--- src/rtl/legv8_pkg.sv ---
// legv8_pkg: shared types and constants for the LEGv8 write-back slice.
package legv8_pkg;
  localparam logic [4:0] XZR = 5'd31;
  localparam int DATA_W = 64;
  typedef logic [1:0] pend_t;
  typedef struct packed {
    logic              valid;
    logic              reg_write;
    logic              kill;
    logic [4:0]        wa;
    logic [DATA_W-1:0] data;
  } mem_wb_t;
endpackage

--- src/rtl/mux2.sv ---
// mux2: two-input select of width W.
module mux2 #(parameter int W = 64) (
  input  logic [W-1:0] d0,
  input  logic [W-1:0] d1,
  input  logic         s,
  output logic [W-1:0] y
);
  assign y = s ? d1 : d0;
endmodule

--- src/rtl/pend_counter.sv ---
// pend_counter: 2-bit outstanding-write counter, saturating at 3 and holding at 0.
import legv8_pkg::*;
module pend_counter (
  input  logic  clk,
  input  logic  reset,
  input  logic  inc,
  input  logic  dec,
  output pend_t cnt
);
  always_ff @(posedge clk or posedge reset)
    if (reset) cnt <= '0;
    else if (inc && !dec && cnt != 2'd3) cnt <= cnt + 2'd1;
    else if (dec && !inc && cnt != 2'd0) cnt <= cnt - 2'd1;
  underflow: assert property (@(posedge clk) disable iff (reset) !(dec && !inc && cnt == 2'd0));
endmodule

--- src/rtl/writeback_scoreboard.sv ---
// writeback_scoreboard: MEM/WB register, register-file write port and per-register
// pending-write scoreboard that stalls decode on read-after-write hazards.
import legv8_pkg::*;
module writeback_scoreboard #(
  parameter int N    = 64,
  parameter int NREG = 32
) (
  input  logic         clk,
  input  logic         reset,
  input  logic         issue_valid,
  input  logic         issue_regWrite,
  input  logic [4:0]   issue_wa,
  input  logic [4:0]   ra1,
  input  logic [4:0]   ra2,
  output logic         stall_D,
  input  logic         valid_M,
  input  logic         regWrite_M,
  input  logic         kill_M,
  input  logic         memtoReg_M,
  input  logic [N-1:0] aluResult_M,
  input  logic [N-1:0] readData_M,
  input  logic [4:0]   wa3_M,
  output logic         regWrite_D,
  output logic [4:0]   wa3_D,
  output logic [N-1:0] writeData3_D
);
  mem_wb_t      wb;
  logic [N-1:0] result_M;
  pend_t        pend [NREG];
  logic         issue_try, accept, retire;
  mux2 #(.W(N)) u_mux (.d0(aluResult_M), .d1(readData_M), .s(memtoReg_M), .y(result_M));
  always_ff @(posedge clk or posedge reset)
    if (reset) wb <= '0;
    else wb <= '{valid: valid_M, reg_write: regWrite_M, kill: kill_M, wa: wa3_M, data: DATA_W'(result_M)};
  // Killed entries still retire so the scoreboard drains; only the file write is dropped.
  assign retire       = wb.valid && wb.reg_write && wb.wa != XZR;
  assign regWrite_D   = retire && !wb.kill;
  assign wa3_D        = wb.wa;
  assign writeData3_D = wb.data[N-1:0];
  assign issue_try = issue_valid && issue_regWrite && issue_wa != XZR;
  assign accept    = issue_try && !stall_D;
  assign stall_D   = (ra1 != XZR && pend[ra1] != 2'd0) ||
                     (ra2 != XZR && pend[ra2] != 2'd0) ||
                     (issue_try && pend[issue_wa] == 2'd3);
  assign pend[NREG-1] = '0;
  for (genvar i = 0; i < NREG - 1; i++) begin : g_pend
    pend_counter u_cnt (
      .clk  (clk),
      .reset(reset),
      .inc  (accept && issue_wa == 5'(i)),
      .dec  (retire && wb.wa == 5'(i)),
      .cnt  (pend[i])
    );
  end
endmodule

--- config.mk ---
export PLATFORM = sky130hd
export DESIGN_NAME = writeback_scoreboard
export DESIGN_NICKNAME = d
export VERILOG_FILES = /design/src/rtl/legv8_pkg.sv /design/src/rtl/mux2.sv /design/src/rtl/pend_counter.sv /design/src/rtl/writeback_scoreboard.sv
export SDC_FILE = /design/constraint.sdc
export NUM_CORES = 1
export LEC_CHECK = 0
export ABC_AREA = 1
export CAP_MARGIN = 10
export CELL_PAD_IN_SITES_DETAIL_PLACEMENT = 0
export CELL_PAD_IN_SITES_GLOBAL_PLACEMENT = 2
export CORE_UTILIZATION = 28
export CTS_BUF_LIST = sky130_fd_sc_hd__clkbuf_4
export DETAILED_ROUTE_END_ITERATION = 8
export PLACE_DENSITY = 0.95
export REMOVE_ABC_BUFFERS = 1
export SETUP_SLACK_MARGIN = 0.1
export SYNTH_ARGS = -nofsm -noshare
export SYNTH_HDL_FRONTEND = slang
export SYNTH_SLANG_ARGS = --single-unit
--- constraint.sdc ---
create_clock -name clk -period 5.5 [get_ports clk]
set_clock_uncertainty 0.15 [all_clocks]
set_input_delay 0.825 -clock clk [delete_from_list [all_inputs] [get_ports clk]]
set_output_delay 0.825 -clock clk [all_outputs]
set_load 0.05 [all_outputs]
# Word level (Yosys, flattened, before mapping)
# Index checks and enable logic that the tools add are counted.
# op_classes
bitwise_logic	3
reduce_logical	327
order_cmp	3
n_mux	72
addsub	62
eq_ne	96
# ops
op	count
1-bit logical AND	195
5-bit == test, second input constant	30
2-bit two-way mux	68
2-bit nonzero test	64
5-bit by 4-bit == test with 1-bit output, second input constant	16
1-bit zero test	64
64-bit two-way mux	1
2-bit by 1-bit adder with 2-bit output, second input constant	31
2-bit != test, second input constant	31
2-bit by 1-bit subtractor with 2-bit output, second input constant	31
5-bit by 3-bit == test with 1-bit output, second input constant	8
2-bit binary-select mux with 5-bit select	3
5-bit by 2-bit == test with 1-bit output, second input constant	4
5-bit != test, second input constant	4
6-bit greater-or-equal comparator, second input constant	3
5-bit inverter with 6-bit output	3
5-bit by 1-bit == test with 1-bit output, second input constant	2
5-bit zero test	2
2-bit == test, second input constant	1
1-bit logical OR	2
# word_totals
inputBits	156
register_bits	134

# Logic depth before layout (Yosys ltp)
# depth
depth_word	16
mapped_depth	22

# Cells and area by module
# From an unflattened synthesis, not the netlist that was laid out.
# hier_totals
cells_unflattened	1555
area_unflattened_um2	9419.0
# by_module_without_submodules
mod	area_per_inst_um2	n_inst	cells_each	seq_area_each_um2
writeback_scoreboard	4579.4	1	667	1801.7
pend_counter	128.9	31	22	50.0
mux2	844.6	1	206	0.0

# Worst setup path after synthesis
# Ideal clock, no wire load.
# synth_timing
path_kind	in2out
from	input issue_wa[0]
to	output stall_D
path_slack_ps	1625
path_buffers	0
arrival_ps	2900
path_stages	11
path_cell_list	inv_1 -> nand2_1 -> nor2_1 -> nand2_1 -> nand3_1 -> nor2_1 -> nand2_1 -> nand2_1 -> nand2_1 -> nand2_1 -> o31ai_1
# synth_between
elab_chain_cells	7
word_cells_on_any_way	9
classes_between	eq/ne: 2; mux: 3; bitwise: 1; reduce/logical: 3
# synth_rtl
item	line_no	source
start, declared	writeback_scoreboard.sv:12	input logic [4:0] issue_wa,
5-bit inverter with 6-bit output (implied by the code)	writeback_scoreboard.sv:44	(issue_try && pend[issue_wa] == 2'd3);
2-bit binary-select mux with 5-bit select	writeback_scoreboard.sv:44	
2-bit two-way mux (implied by the code) (2 in series)	writeback_scoreboard.sv:44	
2-bit == test	writeback_scoreboard.sv:44	
1-bit logical AND (*)	writeback_scoreboard.sv:44	
1-bit logical OR (*)	writeback_scoreboard.sv:43	(ra2 != XZR && pend[ra2] != 2'd0) ||
end, declared	writeback_scoreboard.sv:15	output logic stall_D,
# Mark *: on every way between the ends. The rest lies on a longest branch, timed or not. The select of a mux whose other input is x is not followed.

# Worst setup path in the final report
# Same ends and word-level chain as after synthesis.

==> results.tsv <==
metric	value	unit
status	finished clean	
CTS tree	yes	
Worst Setup EP	stall_D	
CP top delay family	buffers and inverters	
Pwr Density	244	mW/mm^2
CP bufs+invs	3	
post-synthesis sequential area ratio	40.0	%
reg-to-reg endpoint	g_pend[17].u_cnt.cnt[1]	
drt initial violations	497	
drt drc	0	
Root Buffer	clkbuf_4	
max_slew headroom	44.3	%
H-tree depth	4	
worst r2r src	g_pend[16].u_cnt.cnt[0]	
iteration count of the initial detailed-routing pass	5	
fin crit share	90.4	%
CTS clk-pin slew, worst paths	0.15	ns
hold crit path type	reg2reg	
NumNets Final	1462	
Avg WL per Cell	17.1	um
Max Cap Viol	0	
min Tclk post-route	4.97	ns
met2 usage	33.4	%
Yosys warning count	0	
critical path endpoint category	primary output	
GRT Max-Usage Layer	met2	
GRT Total Usage	19.4	%
maximum vdd drop	140	uV
CTS resizes	0	
Vias	7938	
RSZ-0062 raised after global routing	false	
CTS Hold Bufs	0	
final setup fails	0	
Slowest cell on crit path	clkdlybuf4s50_1	
M1 GR Usage	23.9	%
Syn Area/Cell	7.30	sq um
Clk Latency, worst-skew pair	0.54	ns
Worst-Margin Slew	0.836	ns
Die H	175	um
CP cell instances	clkdlybuf4s50_1, inv_1, nand2_1, nor2_1, nand2_1, nand3_1, nor2_1, nand2_1, nand2_1, nand2_1, nand2_1, o31ai_1, clkdlybuf4s50_1	
die width	175	um
vias in the first global route	7706	
Final ANT Viol Nets	0	
max incr delay on CP	0.87	ns
R2R cell count	14	
Post-Route Utilization	37.2	%
leakage power	4.80	nW
number of core rows	62	
IO Pins	227	
Worst setup SP type	input port	
Area Growth Syn to Fin	29.2	%
Worst path depth	13	
Routed WL	29100	um
WP data required	4.53	ns
Initial Util	28.8	%
grt met3 use	4.57	%
#FFs+latches synth	134	
Clock Path Buffers	2	
initial antenna violation count	1	
hold depth	1	
Via density	4.66	
CP startpoint	issue_wa[0]	
R2R setup slack	2.18	ns
GP Congestion	0.904	
global-route congestion overflow total	0	
cell mode on critical path	nand2_1	
CP max FO	11	
fill cell count	3071	
Cell variety after synth	31	
first-pass GRT wire length	44700	um
Max Slew Vio Count	0	
Die ar.	0.0306	sq mm
Crit Path Class	in2out	
Hold Fails Final Rpt	0	
share of cells above drive strength 1	8.73	%
HPWL Detailed	22600	um
CTS sink count	134	
pin count of the biggest net entering global routing	88	
# port buffers	226	
Max Clk Rate	201	MHz
Synth Instances	1147	
mapped cell area	0.00838	sq mm
CP arrival	3.99	ns
setup_tns	0	ns
core footprint	0.0291	sq mm
CTS Buf Count	17	
post-CTS setup buffers	0	
==> through the flow <==
stage | total power, mW | worst slack (ns) | hold WS, ns | instances | cell area (sq um)
2_1_floorplan | 1.57 | 0.942 | 0.314 | 1055 | 7740
3_3_place_gp | 1.93 | 0.689 | 0.336 | 1671 | 10500
3_5_place_dp | 1.93 | 0.603 | 0.339 | 1671 | 10500
4_1_cts | 2.68 | 0.597 | 0.359 | 1702 | 10800
5_1_grt | 2.79 | 0.307 | 0.383 | 1703 | 10800
6_report | 2.64 | 0.531 | 0.363 | 1703 | 10800
==> cell usage in the layout (no fill, tap or decap), drive strengths merged, types with 8 or more instances in the layout <==
master           n
nand2          329
clkdlybuf4s50  225
nor2           186
dfrtp          134
inv            124
nand3           99
mux2            64
a21oi           37
nand3b          36
clkbuf          17
nand4           13
nor3            11
o21ai           11
or2              8
==> cells by family (layout without fill, tap and decap cells) <==
logic type / count (synthesis) / after routing / synth area share, %
buffers and inverters: 209 / 380 / 12.8
other: 0 / 1 / 0
AOI/OAI and AO/OA: 56 / 56 / 3.68
muxes: 64 / 64 / 8.60
xor gates and xnor gates: 1 / 1 / 0.105
DFF: 134 / 134 / 40.0
and+or+nand+nor: 683 / 683 / 34.8
==> worst min path at each step <==
stage / slack (ns) / start / to
global placement: 0.34 / g_pend[15].u_cnt.cnt[0] / g_pend[15].u_cnt.cnt[0]
detailed placement: 0.34 / g_pend[15].u_cnt.cnt[0] / g_pend[15].u_cnt.cnt[0]
global route: 0.38 / g_pend[15].u_cnt.cnt[0] / g_pend[15].u_cnt.cnt[0]
floorplan: 0.31 / g_pend[15].u_cnt.cnt[0] / g_pend[15].u_cnt.cnt[0]
finish: 0.36 / g_pend[15].u_cnt.cnt[0] / g_pend[15].u_cnt.cnt[0]
CTS: 0.36 / g_pend[15].u_cnt.cnt[0] / g_pend[15].u_cnt.cnt[0]
==> routing by layer <==
metal / wire length (um) / part of all wire [%] / vias to the layer above
met5: 0 / 0 / -
met4: 740 / 2.5 / 0
met3: 1820 / 6.2 / 31
met2: 14400 / 49 / 271
met1: 12200 / 42 / 3738
li1: - / - / 3898
==> synthesized netlist by cell type <==
library cell  instances  area, sq um
a21oi_1              37          185
a31oi_1               1         6.26
buf_2                 7         35.0
buf_4                74          556
clkbuf_1             11         41.3
clkinv_1              1         3.75
dfrtp_1             134         3350
inv_1               111          417
inv_2                 5         18.8
mux2_2               64          721
nand2_1             327         1230
nand2_2               2         12.5
nand3_1              98          490
nand3_2               1         10.0
nand3b_1             36          270
nand4_1              13         81.3
nor2_1              183          687
nor2_2                2         12.5
nor2_4                1         11.3
nor3_1               11         55.1
o2111ai_1             3         26.3
o211ai_1              1         7.51
o211ai_2              1         12.5
o21ai_0               7         35.0
o21ai_1               4         20.0
o21bai_1              1         7.51
o31ai_1               1         7.51
or2_0                 4         25.0
or2_1                 4         25.0
or3_1                 1         6.26
xor2_1                1         8.76
==> registers in the layout, summed over array words and instances, names as in the netlist <==
register and flops:
writeData3_D 64, g_pend.u_cnt.cnt 62, wa3_D 5, wb 3
==> area by class of cell <==
class | instances | area [sq um] | area share, %
Multi-Input combinational cell | 804 | 3950 | 36.5
Antenna cell | 1 | 2.50 | 0.0231
Timing Repair Buffer | 232 | 2300 | 21.3
Tap cell | 384 | 480 | 4.44
Clock buffer | 17 | 128 | 1.18
Clock inverter | 14 | 161 | 1.49
Sequential cell | 134 | 3350 | 31.0
Inverter | 117 | 444 | 4.10
==> worst reg2reg max path, delay by kind of cell (launching register included) <==
family,cells,cell delay (ns)
AO/OA/AOI/OAI,1,0.15
AND/OR/NAND/NOR,13,2.50
flip-flops,1,0.46
==> where the power goes <==
group          internal [mW]  leakage (nW)  switching, mW
clock                  0.280         0.147          0.457
sequential              1.07          1.67         0.0654
combinational          0.291          2.99          0.476
total                   1.64          4.80          0.999
(Power assumes the default switching activity.)
